File: config.mk
export PLATFORM = sky130hd
export DESIGN_NAME = pc_fetch_unit
export DESIGN_NICKNAME = d
export VERILOG_FILES = /design/src/rtl/pc_fetch_unit.sv
export SDC_FILE = /design/constraint.sdc
export NUM_CORES = 1
export LEC_CHECK = 0
export CORE_MARGIN = 5
export CORE_UTILIZATION = 25
export CTS_CLUSTER_SIZE = 28
export DETAILED_ROUTE_END_ITERATION = 10
export PLACE_DENSITY = 0.49
export SYNTH_ARGS = -nofsm -noshare
export SYNTH_HDL_FRONTEND = slang
export SYNTH_SLANG_ARGS = --single-unit
File: constraint.sdc
create_clock -name clk -period 6.3 [get_ports clk]
set_input_delay 1.26 -clock clk [delete_from_list [all_inputs] [get_ports clk]]
set_output_delay 1.26 -clock clk [all_outputs]
set_load 0.01 [all_outputs]
File: src/rtl/pc_fetch_unit.sv
// pc_fetch_unit
// Instruction-fetch and next-PC sequencer for the multicycle processor.
// On fetch_go it issues a request for the word at PC_Addr and waits for
// the memory handshake. It latches the returned word into the instruction
// register and loads PC+4 into the PC. On update_pc it computes a redirect
// target (PC+4, branch, j/jal or jr) and loads that into the PC instead.
//
// Ports
//   clk          system clock, rising edge
//   rst_n        asynchronous active-low reset
//   PC_Addr      current PC value from the PC register
//   fetch_go     control FSM request to fetch at PC_Addr
//   update_pc    control FSM request to commit the next PC chosen by npc_op
//   npc_op       00 PC+4, 01 branch, 10 j/jal, 11 jr
//   branch_taken branch condition, sampled together with update_pc
//   rs_data      register operand used as the jr target
//   imem_req     fetch request, high for the whole outstanding fetch
//   imem_addr    fetch address, held stable while imem_req is high
//   imem_ready   memory has imem_rdata valid this cycle
//   imem_rdata   instruction word from memory
//   ir           instruction register
//   ir_valid     ir holds the word fetched from imem_addr
//   new_PC       registered next-PC value for the PC load port
//   PC_enable    registered one-cycle PC load strobe
//   fetch_err    one-cycle pulse when a misaligned fetch is refused
module pc_fetch_unit #(
  parameter logic [31:0] RESET_IR = 32'h0000_0000
) (
  input  logic        clk,
  input  logic        rst_n,
  input  logic [31:0] PC_Addr,
  input  logic        fetch_go,
  input  logic        update_pc,
  input  logic [1:0]  npc_op,
  input  logic        branch_taken,
  input  logic [31:0] rs_data,
  output logic        imem_req,
  output logic [31:0] imem_addr,
  input  logic        imem_ready,
  input  logic [31:0] imem_rdata,
  output logic [31:0] ir,
  output logic        ir_valid,
  output logic [31:0] new_PC,
  output logic        PC_enable,
  output logic        fetch_err
);

  typedef enum logic {
    IDLE = 1'b0,
    REQ  = 1'b1
  } state_t;

  state_t      state_q, state_d;
  logic [31:0] imem_addr_q, imem_addr_d;
  logic [31:0] ir_q, ir_d;
  logic        ir_valid_q, ir_valid_d;
  logic [31:0] pc4_q, pc4_d;
  logic [31:0] new_pc_q, new_pc_d;
  logic        pc_enable_q, pc_enable_d;
  logic        fetch_err_q, fetch_err_d;

  logic [31:0] branch_off;
  logic [31:0] target;

  // Redirect target, computed from the PC+4 captured at the last fetch
  // and the instruction register. The branch offset is the sign-extended
  // word displacement, and all sums wrap modulo 2^32.
  always_comb begin
    branch_off = {{14{ir_q[15]}}, ir_q[15:0], 2'b00};
    target     = pc4_q;
    case (npc_op)
      2'b00:   target = pc4_q;
      2'b01:   target = branch_taken ? (pc4_q + branch_off) : pc4_q;
      2'b10:   target = {pc4_q[31:28], ir_q[25:0], 2'b00};
      default: target = rs_data;
    endcase
  end

  // Next-state logic. In IDLE an accepted redirect wins over a fetch
  // request in the same cycle, and the dropped fetch is left for the
  // control FSM to reissue. A redirect is also refused in the cycle right
  // after a PC load, so that PC_enable can never be high on two
  // consecutive cycles. In REQ the control inputs are ignored until the
  // memory answers. There is no timeout.
  always_comb begin
    state_d     = state_q;
    imem_addr_d = imem_addr_q;
    ir_d        = ir_q;
    ir_valid_d  = ir_valid_q;
    pc4_d       = pc4_q;
    new_pc_d    = new_pc_q;
    pc_enable_d = 1'b0;
    fetch_err_d = 1'b0;
    case (state_q)
      IDLE: begin
        if (update_pc && ir_valid_q && !pc_enable_q) begin
          new_pc_d    = target;
          pc_enable_d = 1'b1;
        end else if (fetch_go) begin
          if (PC_Addr[1:0] != 2'b00) begin
            fetch_err_d = 1'b1;
          end else begin
            imem_addr_d = PC_Addr;
            ir_valid_d  = 1'b0;
            state_d     = REQ;
          end
        end
      end
      REQ: begin
        if (imem_ready) begin
          ir_d        = imem_rdata;
          ir_valid_d  = 1'b1;
          pc4_d       = imem_addr_q + 32'd4;
          new_pc_d    = imem_addr_q + 32'd4;
          pc_enable_d = 1'b1;
          state_d     = IDLE;
        end
      end
      default: state_d = IDLE;
    endcase
  end

  // State and output registers. Reset returns to IDLE, so an outstanding
  // request is abandoned at once and a late imem_ready has no effect.
  always_ff @(posedge clk or negedge rst_n) begin
    if (!rst_n) begin
      state_q     <= IDLE;
      imem_addr_q <= 32'h0000_0000;
      ir_q        <= RESET_IR;
      ir_valid_q  <= 1'b0;
      pc4_q       <= 32'h0000_0000;
      new_pc_q    <= 32'h0000_0000;
      pc_enable_q <= 1'b0;
      fetch_err_q <= 1'b0;
    end else begin
      state_q     <= state_d;
      imem_addr_q <= imem_addr_d;
      ir_q        <= ir_d;
      ir_valid_q  <= ir_valid_d;
      pc4_q       <= pc4_d;
      new_pc_q    <= new_pc_d;
      pc_enable_q <= pc_enable_d;
      fetch_err_q <= fetch_err_d;
    end
  end

  assign imem_req  = (state_q == REQ);
  assign imem_addr = imem_addr_q;
  assign ir        = ir_q;
  assign ir_valid  = ir_valid_q;
  assign new_PC    = new_pc_q;
  assign PC_enable = pc_enable_q;
  assign fetch_err = fetch_err_q;

endmodule

==> results.json <==
{
  "status": "finished clean",
  "io_buffer_count": 203,
  "yosys_warnings": 0,
  "ys.flop_type": "dfrtp_1",
  "initial_utilization_pct": 25.25,
  "ctsHtreeMaxLevel": 4,
  "root_buffer": "clkbuf_16",
  "diodes": 0,
  "gp_congestion": 0.8713,
  "hold_path_class": "flop to flop",
  "worstHoldEndpoint": "ir[31]$_DFFE_PN0P_",
  "syn_inst": 893,
  "clk_pin_slew_worst_paths_ps": 70,
  "hold_buffers": 0,
  "r2r-end": "new_PC[25]$_DFFE_PN0P_",
  "clock_sinks": 132,
  "relSlewSlack_pct": 23.91,
  "die_w_um": 188.3,
  "dpl_cell_area_sq_mm": 0.01040,
  "core_sq_mm": 0.03147,
  "yosysSeqAreaShare_pct": 41.57,
  "drc_errors": 0,
  "rsz0062_at_grt": "no",
  "fin_util_pct": 35.01,
  "worstPathCellList": "clkdlybuf4s50_1 -> nand2_1 -> nor3_1 -> buf_4 -> nor2_2 -> clkinv_1 -> o21ai_0 -> a21oi_1 -> a22oi_1 -> o21ai_0",
  "syn_area_per_cell_sq_um": 8.899,
  "syn_area_sq_mm": 0.007946,
  "area.growth.synth_to_final_pct": 38.69,
  "syn-num-nets": 1028,
  "fin_area_sq_mm": 0.01102,
  "cp.arrival_ps": 3800,
  "antenna_found_initial": 0,
  "antenna_left": 0,
  "drv_slew": 0,
  "nets": 1213,
  "overflow": 0,
  "viasPerCell": 4.908,
  "hpwlAfterDp_um": 21310,
  "rows": 65,
  "placed_cells_incl_taps": 1461,
  "end_kind": "flop",
  "first_pass_iters": 5,
  "synth_seq_cells": 132,
  "vias": 7328,
  "synthArstFlopShare_pct": 100.0,
  "timing.max_cap.violations": 0,
  "crit_buf_inv": 3,
  "crit_slowest_cell": "nor2_2",
  "rr_startpoint": "ir[15]$_DFFE_PN0P_",
  "min_period_over_period_pct": 55.50,
  "post-route-min-period_ps": 3497,
  "cp_data_required_time_ps": 6610,
  "cts_setup_buffers": 0,
  "stdcell_count": 1493,
  "skew_ps": 11.42,
  "finalPower_mw": 5.140,
  "critPathMostFrequentCell": "o21ai_0",
  "cts-resized-gates": 0,
  "whs_path_depth": 2,
  "path_delay_family": "buffers and inverters",
  "p_leak_nw": 4.768,
  "first_global_vias": 7671,
  "yosysUniqueCellTypes": 60,
  "fmax_mhz": 286.0,
  "finalSetupViolations": 0,
  "hold_violations": 0,
  "io_pins": 204,
  "critPathKind": "input port to flop",
  "power_density_mw_per_mm2": 466.4,
  "drive_gt1_share_pct": 7.974,
  "rr_worst_depth": 9,
  "cts_tree": "yes",
  "totalWireLength_um": 28900,
  "path_max_fanout": 17,
  "grt_pass1_wl_um": 46460,
  "max_stage_delay_ps": 570,
  "finalSetupTns_ps": 0,
  "routedWlPerCell_um": 19.35,
  "hold_path.startpoint": "ir[31]$_DFFE_PN0P_",
  "worstMarginPinSlew_ps": 1141,
  "clk_path_buf_depth": 2,
  "drt_iter0_drc": 405,
  "cts-buffers-inserted": 17,
  "grt_max_degree": 91,
  "die_area_sq_mm": 0.03545,
  "die_y_um": 188.3,
  "reg2reg_slack_ps": 2890,
  "peakVddDrop_mv": 0.1782,
  "track_usage_pct": 16.61,
  "synth_edf_count": 0,
  "critPathLaunchType": "input port",
  "insertion_delay_ps": 430
}
-- worst register-to-register path, delay by kind of cell, from the launching register on --
| family | cells | cell delay, ps |
|---|---|---|
| adder cells (fa/ha/maj) | 1 | 440 |
| AO/OA/AOI/OAI | 5 | 1240 |
| XOR/XNOR | 1 | 260 |
| flip-flops | 1 | 910 |
| AND/OR/NAND/NOR | 2 | 420 |
-- worst max path at each step --
| stage | slack, ps | from | endpoint | cells after the start |
|---|---|---|---|---|
| after floorplan | 3470 | ir[15]$_DFFE_PN0P_ | new_PC[31]$_DFFE_PN0P_ | 10 |
| after global placement | 2470 | update_pc | new_PC[26]$_DFFE_PN0P_ | 10 |
| after detailed placement | 2400 | update_pc | new_PC[26]$_DFFE_PN0P_ | 10 |
| after CTS | 2860 | update_pc | new_PC[26]$_DFFE_PN0P_ | 10 |
| after global routing | 2550 | update_pc | new_PC[26]$_DFFE_PN0P_ | 10 |
| final | 2800 | update_pc | new_PC[26]$_DFFE_PN0P_ | 10 |
-- registers in the layout, indices dropped and copies added, names as in the netlist --
name / cells
ir: 32
fetch_err: 1
ir_valid: 1
imem_addr: 32
pc4_q: 32
PC_enable: 1
new_PC: 32
imem_req: 1
-- power breakdown --
group	internal (mW)	switching (mW)
Clock	0.672	0.413
Combinational	1.21	1.26
Sequential	1.19	0.401
Total	3.07	2.07
-- cells by family after synthesis --
kind of cell             Yosys count  synth area share, %
XOR/XNOR                          45                4.960
multiplexers                      58                7.841
AO/OA/AOI/OAI                    240                19.35
AND/OR/NAND/NOR                  328                18.50
adder cells (fa/ha/maj)           31                4.976
flip-flops                       132                41.57
buffers and inverters             59                2.803
-- synthesized netlist by cell type (all sizes together), types with 17 or more instances --
cell / n / share of area (%)
mux2i: 24 / 3.0
xnor2: 17 / 1.9
nor2: 54 / 2.6
a21oi: 55 / 3.5
mux2: 34 / 4.8
clkbuf: 39 / 1.8
nand2: 182 / 8.6
ha: 30 / 4.7
o21ai: 70 / 4.4
dfrtp: 132 / 42
nand3: 27 / 1.9
xor2: 28 / 3.1
a21o: 26 / 2.5
-- metrics by stage --
stage / setup slack (ps) / hold slack (ps)
floorplan: 3468 / 446.3
global placement: 2465 / 459.0
detailed placement: 2405 / 461.1
CTS: 2856 / 477.6
global route: 2551 / 510.2
finish: 2803 / 476.9
-- cell type report --
class	instances	area, sq um
Fill cell	3281	20450
Multi-Input combinational cell	702	4449
Sequential cell	132	3303
Timing Repair Buffer	211	2088
Tap cell	402	503.0
Clock buffer	19	442.9
Clock inverter	13	181.4
Inverter	14	52.55
-- routing by layer --
layer  vias up  GRT usage (%)  share of wire, %
li1       3572              -                 -
met1      3544          22.74                47
met2       198          26.97                47
met3        14          3.946               5.6
met4         0          3.275              0.88
met5         -              0                 0
-- cell usage in the layout (no fill, tap or decap), types with 5 or more instances in the layout --
cell type / count
a211oi_1: 11
a21o_1: 26
a21oi_1: 55
a221oi_1: 11
a31oi_1: 7
and3_1: 11
buf_4: 8
clkbuf_16: 17
clkdlybuf4s50_1: 201
clkinvlp_4: 5
dfrtp_1: 132
ha_1: 30
inv_1: 13
mux2_2: 34
mux2i_1: 24
nand2_1: 181
nand3_1: 26
nand4_1: 10
nor2_1: 52
nor3_1: 13
o211ai_1: 7
o21a_1: 9
o21ai_0: 70
o31ai_1: 7
or3_1: 7
xnor2_1: 17
xor2_1: 28
(Power assumes the default switching activity.)
